## config.mk

```make
export PLATFORM = sky130hd
export DESIGN_NAME = csa_accumulator
export DESIGN_NICKNAME = d
export VERILOG_FILES = /design/src/rtl/csa_pkg.sv /design/src/rtl/csa_compress.sv /design/src/rtl/csa_accumulator.sv
export SDC_FILE = /design/constraint.sdc
export NUM_CORES = 1
export LEC_CHECK = 0
export CAP_MARGIN = 10
export CORE_ASPECT_RATIO = 1.1
export CORE_MARGIN = 3
export CORE_UTILIZATION = 54
export DETAILED_ROUTE_END_ITERATION = 6
export GPL_TIMING_DRIVEN = 0
export PLACE_DENSITY_LB_ADDON = 0.08
export SYNTH_ARGS = -nofsm -noshare
export SYNTH_HDL_FRONTEND = slang
export SYNTH_SLANG_ARGS = --single-unit
```

## constraint.sdc

```tcl
create_clock -name clk -period 3.9 [get_ports clk]
set_clock_uncertainty 0.1 [all_clocks]
set_input_delay 1.17 -clock clk [delete_from_list [all_inputs] [get_ports clk]]
set_output_delay 1.17 -clock clk [all_outputs]
set_load 0.03 [all_outputs]
```

## src/rtl/csa_pkg.sv

```systemverilog
// csa_pkg -- shared definitions for the carry-save accumulator slice.
//
// Contents:
//   clog2()     : ceiling log2, usable in parameter/localparam expressions
//   out_width() : result width, operand width plus growth for every operand
//                 a single set can hold
//   state_t     : accumulator FSM state encodings
package csa_pkg;

  // Ceiling log2; clog2(1) = 0 so a degenerate one-operand set adds no bits.
  function automatic int clog2(input int value);
    int result;
    result = 0;
    for (int v = 1; v < value; v = v * 2) begin
      result++;
    end
    return result;
  endfunction

  // Enough headroom that the sum of every operand in a full set cannot wrap.
  function automatic int out_width(input int width, input int lanes, input int max_beats);
    return width + clog2(lanes * max_beats);
  endfunction

  typedef enum logic [1:0] {
    ST_ACCUM   = 2'd0,
    ST_RESOLVE = 2'd1,
    ST_DONE    = 2'd2
  } state_t;

endpackage

```

## src/rtl/csa_compress.sv

```systemverilog
// csa_compress -- combinational carry-save compressor.
//
// Reduces NUM_OPS equal-width operands to a redundant sum/carry pair using
// 3:2 full-adder layers. Each layer folds one more operand into the running
// pair, so there is never a carry-propagate chain inside this block; the
// true total is sum_row + carry_row (mod 2^WIDTH).
//
// Ports:
//   ops       : input,  NUM_OPS*WIDTH bits, operand i at [i*WIDTH +: WIDTH]
//   sum_row   : output, WIDTH bits, bitwise-sum row
//   carry_row : output, WIDTH bits, carry row (already shifted into weight)
module csa_compress
  import csa_pkg::*;
#(
  parameter int NUM_OPS = 5,
  parameter int WIDTH   = 20
) (
  input  logic [NUM_OPS*WIDTH-1:0] ops,
  output logic [WIDTH-1:0]         sum_row,
  output logic [WIDTH-1:0]         carry_row
);

  // Seed the pair with the first two operands, then apply one 3:2 layer per
  // remaining operand. The carry out of the top bit is dropped: callers size
  // WIDTH so the real total always fits.
  always_comb begin
    logic [WIDTH-1:0] s;
    logic [WIDTH-1:0] c;
    logic [WIDTH-1:0] addend;
    logic [WIDTH-1:0] majority;
    s        = ops[0 +: WIDTH];
    c        = ops[WIDTH +: WIDTH];
    addend   = '0;
    majority = '0;
    for (int i = 2; i < NUM_OPS; i++) begin
      addend   = ops[i*WIDTH +: WIDTH];
      majority = (s & c) | (s & addend) | (c & addend);
      s        = s ^ c ^ addend;
      c        = majority << 1;
    end
    sum_row   = s;
    carry_row = c;
  end

endmodule

```

## src/rtl/csa_accumulator.sv

```systemverilog
// csa_accumulator -- multi-beat, multi-lane unsigned accumulator.
//
// Accepts up to MAX_BEATS beats of LANES operands each, keeps the running
// total in carry-save form (sum and carry rows) so each beat costs only a
// 3:2 tree, then resolves the pair with a single registered add before
// presenting the result. Sets never overlap: a new set starts only after the
// previous result has been consumed.
//
// Ports:
//   clk       : input,  rising-edge clock
//   rst_n     : input,  synchronous active-low reset
//   in_valid  : input,  beat present
//   in_ready  : output, accepting beats (ACCUM only)
//   in_data   : input,  LANES*WIDTH bits, lane k at [k*WIDTH +: WIDTH]
//   in_keep   : input,  LANES bits, lane k contributes only when set
//   in_last   : input,  final beat of the set
//   out_valid : output, result present (DONE only)
//   out_ready : input,  consumer takes the result
//   out_sum   : output, OUT_W bits, unsigned sum of kept operands
//   out_count : output, number of kept operands
//   out_trunc : output, set was force-closed at MAX_BEATS without in_last
module csa_accumulator
  import csa_pkg::*;
#(
  parameter  int WIDTH     = 16,
  parameter  int LANES     = 3,
  parameter  int MAX_BEATS = 3,
  localparam int OUT_W     = out_width(WIDTH, LANES, MAX_BEATS),
  localparam int CNT_W     = clog2(LANES * MAX_BEATS + 1)
) (
  input  logic                   clk,
  input  logic                   rst_n,
  input  logic                   in_valid,
  output logic                   in_ready,
  input  logic [LANES*WIDTH-1:0] in_data,
  input  logic [LANES-1:0]       in_keep,
  input  logic                   in_last,
  output logic                   out_valid,
  input  logic                   out_ready,
  output logic [OUT_W-1:0]       out_sum,
  output logic [CNT_W-1:0]       out_count,
  output logic                   out_trunc
);

  localparam int NUM_OPS = LANES + 2;
  localparam int BEAT_W  = clog2(MAX_BEATS + 1);
  localparam int POP_W   = clog2(LANES + 1);

  state_t                  state;
  logic [OUT_W-1:0]        acc_sum;
  logic [OUT_W-1:0]        acc_carry;
  logic [BEAT_W-1:0]       beat_count;
  logic [NUM_OPS*OUT_W-1:0] csa_ops;
  logic [OUT_W-1:0]        csa_sum;
  logic [OUT_W-1:0]        csa_carry;
  logic [POP_W-1:0]        keep_count;
  logic                    accept;
  logic                    final_beat;

  assign accept     = in_valid && in_ready;
  assign final_beat = (beat_count == BEAT_W'(MAX_BEATS - 1));

  // Build the compressor input: masked, zero-extended lanes first, then the
  // two redundant accumulator rows so the tree folds the history in too.
  always_comb begin
    csa_ops = '0;
    for (int k = 0; k < LANES; k++) begin
      if (in_keep[k]) begin
        csa_ops[k*OUT_W +: OUT_W] = OUT_W'(in_data[k*WIDTH +: WIDTH]);
      end
    end
    csa_ops[LANES*OUT_W +: OUT_W]     = acc_sum;
    csa_ops[(LANES+1)*OUT_W +: OUT_W] = acc_carry;
  end

  // Number of lanes contributing on this beat.
  always_comb begin
    keep_count = '0;
    for (int k = 0; k < LANES; k++) begin
      keep_count = keep_count + POP_W'(in_keep[k]);
    end
  end

  csa_compress #(
    .NUM_OPS (NUM_OPS),
    .WIDTH   (OUT_W)
  ) u_compress (
    .ops       (csa_ops),
    .sum_row   (csa_sum),
    .carry_row (csa_carry)
  );

  // Control FSM with registered handshakes. out_count doubles as the live
  // operand counter; it is only meaningful to the consumer while out_valid
  // is high, and nothing touches it then, so the result stays stable under
  // back-pressure. out_sum is written only in RESOLVE, so it keeps the last
  // result after consumption.
  always_ff @(posedge clk) begin
    if (!rst_n) begin
      state      <= ST_ACCUM;
      in_ready   <= 1'b1;
      out_valid  <= 1'b0;
      out_sum    <= '0;
      out_count  <= '0;
      out_trunc  <= 1'b0;
      acc_sum    <= '0;
      acc_carry  <= '0;
      beat_count <= '0;
    end else begin
      case (state)
        ST_ACCUM: begin
          if (accept) begin
            acc_sum    <= csa_sum;
            acc_carry  <= csa_carry;
            out_count  <= out_count + CNT_W'(keep_count);
            beat_count <= beat_count + 1'b1;
            if (in_last || final_beat) begin
              state     <= ST_RESOLVE;
              in_ready  <= 1'b0;
              out_trunc <= !in_last;
            end
          end
        end
        ST_RESOLVE: begin
          out_sum   <= acc_sum + acc_carry;
          out_valid <= 1'b1;
          state     <= ST_DONE;
        end
        ST_DONE: begin
          if (out_ready) begin
            state      <= ST_ACCUM;
            out_valid  <= 1'b0;
            in_ready   <= 1'b1;
            out_count  <= '0;
            out_trunc  <= 1'b0;
            acc_sum    <= '0;
            acc_carry  <= '0;
            beat_count <= '0;
          end
        end
        default: begin
          state     <= ST_ACCUM;
          in_ready  <= 1'b1;
          out_valid <= 1'b0;
        end
      endcase
    end
  end

endmodule
```

; ---- Word level (Yosys, flattened, before mapping)
; Index checks and enable logic that the tools add are counted.
[word_totals]
memories = 0
wordCells = 79
ramBits = 0
mem_bits_ro = 0
output_inout_bits = 27
latchBits = 0
input_bits = 56
regBits = 71
[op_classes]
n_bitwise = 23
shift = 0
n_eq_ne = 6
add_sub_neg = 5
order_cmp = 0
div_mod_pow = 0
mux = 26
n_mul = 0
reduce_logical = 10
[ops]
columns = operator, count
row1 = 19-bit AND, 6
row2 = 19-bit bitwise OR, 5
row3 = 20-bit one-hot mux with 2 select lines, 2
row4 = 20-bit XOR, 4
row5 = 20-bit two-way mux, 3
row6 = 16-bit AND, 3
row7 = 16-bit two-way mux, 3
row8 = 16-bit XOR, 2
row9 = 20-bit adder, 1
row10 = 19-bit by 16-bit bitwise OR with 19-bit output, 1
row11 = 2-bit two-way mux, 4
row12 = 4-bit two-way mux, 2
row13 = 4-bit one-hot mux with 2 select lines, 1
row14 = 4-bit AND reduction, 2
row15 = 1-bit two-way mux, 6
row16 = "2-bit inequality test, second input constant", 3
row17 = 1-bit one-hot mux with 3 select lines, 2
row18 = 2-bit one-hot mux with 3 select lines, 1
row19 = 3-bit AND reduction, 2
row20 = 4-bit by 2-bit adder with 4-bit output, 1
row21 = "2-bit equality test, second input constant", 2
row22 = 2-bit one-hot mux with 2 select lines, 1
row23 = 1-bit by 1-bit adder with 2-bit output, 1
row24 = 2-bit by 1-bit adder with 2-bit output, 1
row25 = 10 further kinds, 11

; ---- Logic depth before layout (Yosys ltp)
; Gate-level depths: netlist of run 1.
[depth]
depth_word = 12
ltp_mapped = 10
depth_no_buf = 10

; ---- Hierarchy
; A second synthesis of run 1 with hierarchy kept.
[unflattened]
hier_cells = 543
hier_area_um2 = 5116.2
[modules_own_cells]
columns = module, seq_area_each_um2, cells_per_inst, area_each_um2, n_inst
row1 = csa_accumulator, 1421.4, 472, 3886.2, 1
row2 = csa_compress, 0.0, 71, 1229.9, 1

; ---- Worst setup path after synthesis of run 1
; Ideal clock, no wire load.
[synth_path]
path_type = input to register
from = input in_keep[2]
to = register acc_sum[10]
path_slack_ns = 0.551
stages = 7
setup_ns = 0.118
n_path_buf = 1
arrival_ns = 3.131
t_required_ns = 3.682
cell_sequence = clkbuf_1 > and2_1 > fa_1 > fa_1 > fa_1 > a22oi_1 > nor2b_1
[synth_via]
elab_chain_len = 11
word_cells_on_any_way = 17
classes_between = mux (3) / bitwise (14)
[synth_rtl]
columns = item, line_no
row1 = "start, declared", csa_accumulator.sv:36  ; input logic [LANES-1:0] in_keep,
row2 = 16-bit two-way mux *, csa_accumulator.sv:68  ; if (in_keep[k]) begin
row3 = 16-bit AND, csa_compress.sv:37  ; majority = (s & c) | (s & addend) | (c & addend);
row4 = 19-bit bitwise OR, csa_compress.sv:37
row5 = 19-bit by 16-bit bitwise OR with 19-bit output, csa_compress.sv:37
row6 = 19-bit AND, csa_compress.sv:37
row7 = 19-bit bitwise OR (2 in series), csa_compress.sv:37
row8 = 20-bit XOR * (2 in series), csa_compress.sv:38  ; s = s ^ c ^ addend;
row9 = 20-bit two-way mux *, csa_accumulator.sv:112  ; if (accept) begin
row10 = 20-bit one-hot mux with 2 select lines *, csa_accumulator.sv:110  ; case (state)
row11 = "end signal, assigned", csa_accumulator.sv:113  ; acc_sum <= csa_sum;
row12 = "end, declared", csa_accumulator.sv:50  ; logic [OUT_W-1:0] acc_sum;
; Mark *: on every way between the ends. The rest lies on a longest branch, timed or not. The select of a mux whose other input is x is not followed.
; A chain may end at the register's enable or synchronous reset.

; ---- Worst setup path in the final report of run 1
[layout_path]
from = input in_keep[0]
to = register acc_sum[3]
; The elaborated chain is that of the path after synthesis.

==> metrics, run 1 <==
worst r2r path cells=10; syn nets=between 600 and 700; Hold Crit Class=reg2reg; Die Y=104.6 um; fraction of layout cells with a size suffix above 1=approximately 6.3%; largest net degree at the start of global routing=13; Synth Warn #=0; Port Buffers=82; synth top area cells=dfxtp_1, fa_1, and2_1; DRC violations left=0; Area growth, synth to finish=24.82%; synthesized area=between 0.004 and 0.005 sq mm; final net count=approximately 720; cts hold-fix bufs=0; R2R Setup Slk=1.39 ns; post-synth top area share=between 20% and 30%; placed cell count=approximately 690; max-slew violation count=0; row cnt=35; placed cell area=roughly 0.0057 sq mm; Async SR Flop Fraction=0%; gpl congestion=just over 0.8; area leader, netlist=dfxtp_1; crit-path max FO=10; min cycle time layout=roughly 3.5 ns; PwrDens=356.6 mW/mm^2; Worst Setup Start Kind=input pin; clk buf depth=2; reg2reg start=acc_sum[2]$_SDFFE_PN0P_; Iteration-0 DRC Markers=182; worst slew margin relative to its limit=approximately three fifths; Post-Synthesis Cells=501; IO Pins=between 80 and 90; area of the core=around 0.0085 sq mm; FMAX=roughly 0.29 GHz; CTS Buf Count=9; kind of critical path=in2reg; gr ovfl total=0; Initial Util=~56%; clk slew on worst S/H paths=0.08 ns; clock root buffer=clkbuf_8; Detailed Routing Iterations Pass 1=5; ANT nets after route=0; static leakage=between 2 and 2.5 nW; vias in the first global route=3979; max_cap viols=0; initial antenna violation count=0; final setup margin=0.4038 ns; CP max-delay cell=fa_1; Tot GR Track Use=24.63%; die width=95.66 um; most common cell after layout, fill and taps aside=clkdlybuf4s50_1; Final period util=~90%; die area=between 0.01 and 0.015 sq mm; Crit path required time=roughly 4 ns; Crit. End Element=flip-flop; run status=finished clean; Slew @ Worst Pin=0.5803 ns; EDFF count, synth=0; library cells used by synthesis=a little under 50; Post-DP HPWL=slightly above 9000 um; Routed WL=approximately 12000 um; design area=0.005959 sq mm; RSZ-0062 raised after global routing=false; CP most frequent cell=fa_1; most common flop cell mapped by yosys=dfxtp_1; via count=approximately 3900; Via density=between 5 and 6; Clock Sinks=between 60 and 70; CTS tree=yes; fillcell total=around 700; PnR Total Power=2.125 mW; diode count=0; Setup crit end=acc_sum[3]$_SDFFE_PN0P_; first-pass GRT wire length=around 19000 um; number of synthesized register bits=69; Setup violations, final=0; Max IR drop VDD=roughly 240 uV; Post-CTS Setup Inserts=0; critical path cell sequence=dlymetal6s2s_1 -> clkbuf_2 -> and2_1 -> fa_1 -> fa_1 -> fa_1 -> a22oi_1 -> nor2b_1; Worst EP arrival=3.64 ns; Avg Inst Size Synth=about 9.5 sq um; Setup crit start=in_keep[0]; CP max stage delay=0.56 ns; fin cells=710; Worst R2R End=out_sum[14]$_SDFFE_PN0P_; sequential cell area fraction in the yosys report=28.93%; final hold vios=0; pre-CTS setup slack=-0.4814 ns; Avg WL per Cell=16.28 um; Clock Latency Late Sink=between 0.3 and 0.4 ns; WHS=0.3493 ns; most frequent cells in the layout=clkdlybuf4s50_1, dfxtp_1, and2_1; CTS H-Tree Depth=3
## worst min-delay path by stage
stage | endpoint | cells past startpoint | startpoint | slack, ns
final | out_sum[17]$_SDFFE_PN0P_ | 2 | out_sum[17]$_SDFFE_PN0P_ | 0.35
after global placement | out_sum[17]$_SDFFE_PN0P_ | 2 | out_sum[17]$_SDFFE_PN0P_ | 0.34
after CTS | out_sum[17]$_SDFFE_PN0P_ | 2 | out_sum[17]$_SDFFE_PN0P_ | 0.35
after detailed placement | out_sum[17]$_SDFFE_PN0P_ | 2 | out_sum[17]$_SDFFE_PN0P_ | 0.34
after global routing | out_sum[17]$_SDFFE_PN0P_ | 2 | out_sum[17]$_SDFFE_PN0P_ | 0.37
after floorplan | out_sum[1]$_SDFFE_PN0P_ | 2 | acc_sum[1]$_SDFFE_PN0P_ | 0.35
## cell usage after synthesis (4+ instances only)
cell type	number
o21ai_1	5
xnor2_1	7
xor2_1	5
nand3_1	11
nand2_1	33
o21a_1	4
a22oi_1	36
inv_1	18
buf_2	8
fa_1	50
dfxtp_1	69
nor2_1	20
a21oi_1	24
o21ai_0	22
clkbuf_1	14
ha_1	23
and2_1	56
nor2b_1	43
a21boi_0	5
## cells by family after synthesis
| kind of cell | share of synthesized area [%] |
|---|---|
| xor+xnor | 2.201 |
| simple gates | 21.67 |
| compound gates | 16.54 |
| fa+ha+maj | 26.99 |
| buf+inv | 3.669 |
| flops | 28.93 |
## power breakdown
group | switching [mW] | internal [mW] | total [mW]
Clock | 0.284 | 0.356 | 0.640
Combinational | 0.349 | 0.315 | 0.664
Sequential | 0.0610 | 0.760 | 0.821
Total | 0.694 | 1.43 | 2.13
## worst max-delay path, delay by kind of cell
kind                       cells  cell delay, ns
buffers and inverters          2            0.57
AOI/OAI and AO/OA              1            0.21
adders and majority gates      3            1.42
and+or+nand+nor                2            0.26
## routing by layer
layer	vias up	routed length, um	track usage (%)	part of all wire [%]
met3	16	466	4.824	4.0
met2	83	6181	43.52	53
met5	-	0	0	0
li1	1903	-	-	-
met1	1907	4717	30.25	41
met4	0	196	6.098	1.7
## per-stage QoR
step                util, %  setup TNS, ns
finish                70.15              0
global route          70.15              0
CTS                   70.06              0
detailed placement    67.50         -12.09
global placement      67.50         -10.43
floorplan                 -              0
## sequential cells by signal, indices dropped and copies added (netlist names)
name	cells
beat_count	2
state	2
acc_carry	18
out_trunc	1
out_count	4
in_ready	1
out_sum	20
acc_sum	20
out_valid	1
## layout make-up
| cell class | instances | area, sq um | share of cell area [%] |
|---|---|---|---|
| Inverter | 18 | 67.56 | 1.134 |
| Multi-Input combinational cell | 390 | 3218 | 54.00 |
| Timing Repair Buffer | 82 | 828.3 | 13.90 |
| Buffer | 24 | 111.4 | 1.869 |
| Clock buffer | 9 | 123.9 | 2.079 |
| Clock inverter | 7 | 90.09 | 1.512 |
| Sequential cell | 69 | 1381 | 23.18 |
| Tap cell | 111 | 138.9 | 2.330 |
## what timing repair did
item                                    CTS  global route
resized for setup                         3             3
gates cloned                              0             0
endpoints found under the setup margin   19            19
Power figures use the tool's default switching activity.
==> run 2, diff against run 1 <==
--- a/config.mk
+++ b/config.mk
@@ -13,2 +13,3 @@
 export GPL_TIMING_DRIVEN = 0
+export MAX_ROUTING_LAYER = met4
 export PLACE_DENSITY_LB_ADDON = 0.08
==> constraint.sdc (replaced) <==
create_clock -name clk -period 3.9 [get_ports clk]
set_clock_uncertainty 0.1 [all_clocks]
set_input_delay 0.585 -clock clk [delete_from_list [all_inputs] [get_ports clk]]
set_output_delay 0.585 -clock clk [all_outputs]
set_load 0.03 [all_outputs]
==> metrics, run 2 (synthesized netlist as in run 1, its figures left out) <==
Area growth, synth to finish=24.03% (was 24.82%); worst r2r path cells=10 (unchanged); fraction of layout cells with a size suffix above 1=5.676% (was 6.344%); initial antenna violation count=0 (unchanged); Hold Path Origin=out_sum[17]$_SDFFE_PN0P_ (unchanged); post-CTS sizing=0 (was 3); Hold Path End=out_sum[17]$_SDFFE_PN0P_ (unchanged); cts hold-fix bufs=0 (unchanged); Max IR drop VDD=244.5 uV (was 243.8 uV); final net count=723 (unchanged); crit-path max FO=10 (unchanged); Seq pwr share=40.4% (was 38.6%); clk buf depth=2 (unchanged); CTS Buf Count=9 (unchanged); via count=3898 (was 3909); diode count=0 (unchanged); Psw=696.0 uW (was 693.6 uW); internal power=1.341 mW (was 1.432 mW); reg2reg start=acc_sum[2]$_SDFFE_PN0P_ (unchanged); first-pass GRT wire length=18830 um (was 19090 um); Worst R2R End=out_sum[14]$_SDFFE_PN0P_ (unchanged); design area=0.005922 sq mm (was 0.005959 sq mm); Setup TNS=0 ns (unchanged); Via density=5.490 (was 5.506); RSZ-0062 raised after global routing=false (unchanged); largest net degree at the start of global routing=13 (unchanged); area occupied by multi-input gates=0.003218 sq mm (unchanged); fin cells=710 (unchanged); CTS tree=yes (unchanged); worst slew margin relative to its limit=63.29% (was 61.31%); Port Buffers=82 (unchanged); static leakage=2.314 nW (was 2.366 nW); clk slew on worst S/H paths=0.08 ns (about the same); Clock Latency Late Sink=0.35 ns (about the same); Iteration-0 DRC Markers=140 (was 182); PwrDens=343.9 mW/mm^2 (was 356.6 mW/mm^2); Combinational Power Share=32.2% (was 31.2%); Tot GR Track Use=24.97% (was 24.63%); most common cell after layout, fill and taps aside=clkdlybuf4s50_1 (unchanged); area of the core=0.008496 sq mm (unchanged); Crit. End Element=flip-flop (unchanged); DRC violations left=0 (unchanged); Post-CTS Setup Inserts=0 (unchanged); Detailed Routing Iterations Pass 1=4 (was 5); Sw Share=34.18% (was 32.64%); placed cell count=694 (unchanged); Setup violations, final=0 (unchanged); Clock power frac=27.5% (was 30.1%); row cnt=35 (unchanged); die area=0.01001 sq mm (unchanged); gr ovfl total=0 (unchanged); Final period util=86.78% (was 89.65%); Crit path required time=4.04 ns (about the same); top flop regs=acc_sum x20, out_sum x20, acc_carry x18 (unchanged); FF+latch area=0.001381 sq mm (unchanged); min cycle time layout=3.384 ns (was 3.496 ns); gpl congestion=0.8287 (was 0.8162); Worst Setup Start Kind=input pin (unchanged); R2R Setup Slk=1.37 ns (was 1.39 ns); IO Pins=83 (unchanged); vias in the first global route=3939 (was 3979); Hold Crit Class=reg2reg (unchanged); Worst EP arrival=3.52 ns (was 3.64 ns); final hold vios=0 (unchanged); most frequent cells in the layout=clkdlybuf4s50_1, dfxtp_1, and2_1 (unchanged); ANT nets after route=0 (unchanged); Die Y=104.6 um (unchanged); Clock Sinks=69 (unchanged); CTS H-Tree Depth=3 (unchanged); kind of critical path=in2reg (unchanged); Initial Util=56.20% (unchanged); max_cap viols=0 (unchanged); placed cell area=0.005734 sq mm (unchanged); run status=finished clean (unchanged); FMAX=0.2955 GHz (was 0.2860 GHz); Post-DP HPWL=9175 um (was 9183 um); Slew @ Worst Pin=0.5506 ns (was 0.5803 ns); fillcell total=685 (was 697); max-slew violation count=0 (unchanged); Routed WL=11460 um (was 11560 um); die width=95.66 um (unchanged); hold path depth=2 (unchanged); clock root buffer=clkbuf_8 (unchanged); Avg WL per Cell=16.14 um (was 16.28 um)
run 2: through the flow:
stage	worst slack [ns]	power (mW)	utilization [%]	hold slack [ns]
4_1_cts	0.4930	2.056	69.71	0.3639
2_1_floorplan	1.136	1.274	-	0.3538
3_5_place_dp	0.1462	1.506	67.50	0.3546
6_report	0.5157	2.037	69.71	0.3629
3_3_place_gp	0.1503	1.478	67.50	0.3387
5_1_grt	0.3374	2.179	69.71	0.3955
run 2: worst max-delay path by stage:
stage	start	to	slack, ns	cells past startpoint
floorplan	in_keep[2]	acc_sum[10]$_SDFFE_PN0P_	1.14	7
global placement	in_keep[0]	acc_sum[2]$_SDFFE_PN0P_	0.15	8
detailed placement	in_keep[1]	acc_sum[5]$_SDFFE_PN0P_	0.15	8
CTS	in_keep[1]	acc_sum[5]$_SDFFE_PN0P_	0.49	8
global route	in_keep[1]	acc_sum[5]$_SDFFE_PN0P_	0.34	8
finish	in_keep[1]	acc_sum[5]$_SDFFE_PN0P_	0.52	8
run 2: power by group through the flow:
stage	Combinational, mW	Clock [mW]	Sequential, mW
after CTS	0.669	0.563	0.823
after global placement	0.642	0	0.837
after floorplan	0.427	0	0.846
final	0.655	0.559	0.822
after global routing	0.751	0.595	0.832
after detailed placement	0.666	0	0.840
run 2: critical path, cell delays in order:
cell and delay (ns):
clkdlybuf4s50_1 0.70, clkbuf_1 0.35, and2_1 0.21, fa_1 0.45, fa_1 0.55, fa_1 0.43, a22oi_1 0.19, nor2b_1 0.07
run 2: final cells by class:
cell class	instances	share of cell area, %
clock buffer	12	2.620
buffer	24	1.817
tap	111	2.345
inverter	18	1.141
timing repair buffer	82	13.86
clock inverter	4	0.5493
multi-input combinational	390	54.34
sequential	69	23.33
run 2: metal layers:
layer / routed length, um / track usage, %
met1: 4757 / 30.83
met2: 6108 / 41.98
met3: 398 / 3.096
met4: 195 / 8.130
met5: 0 / -
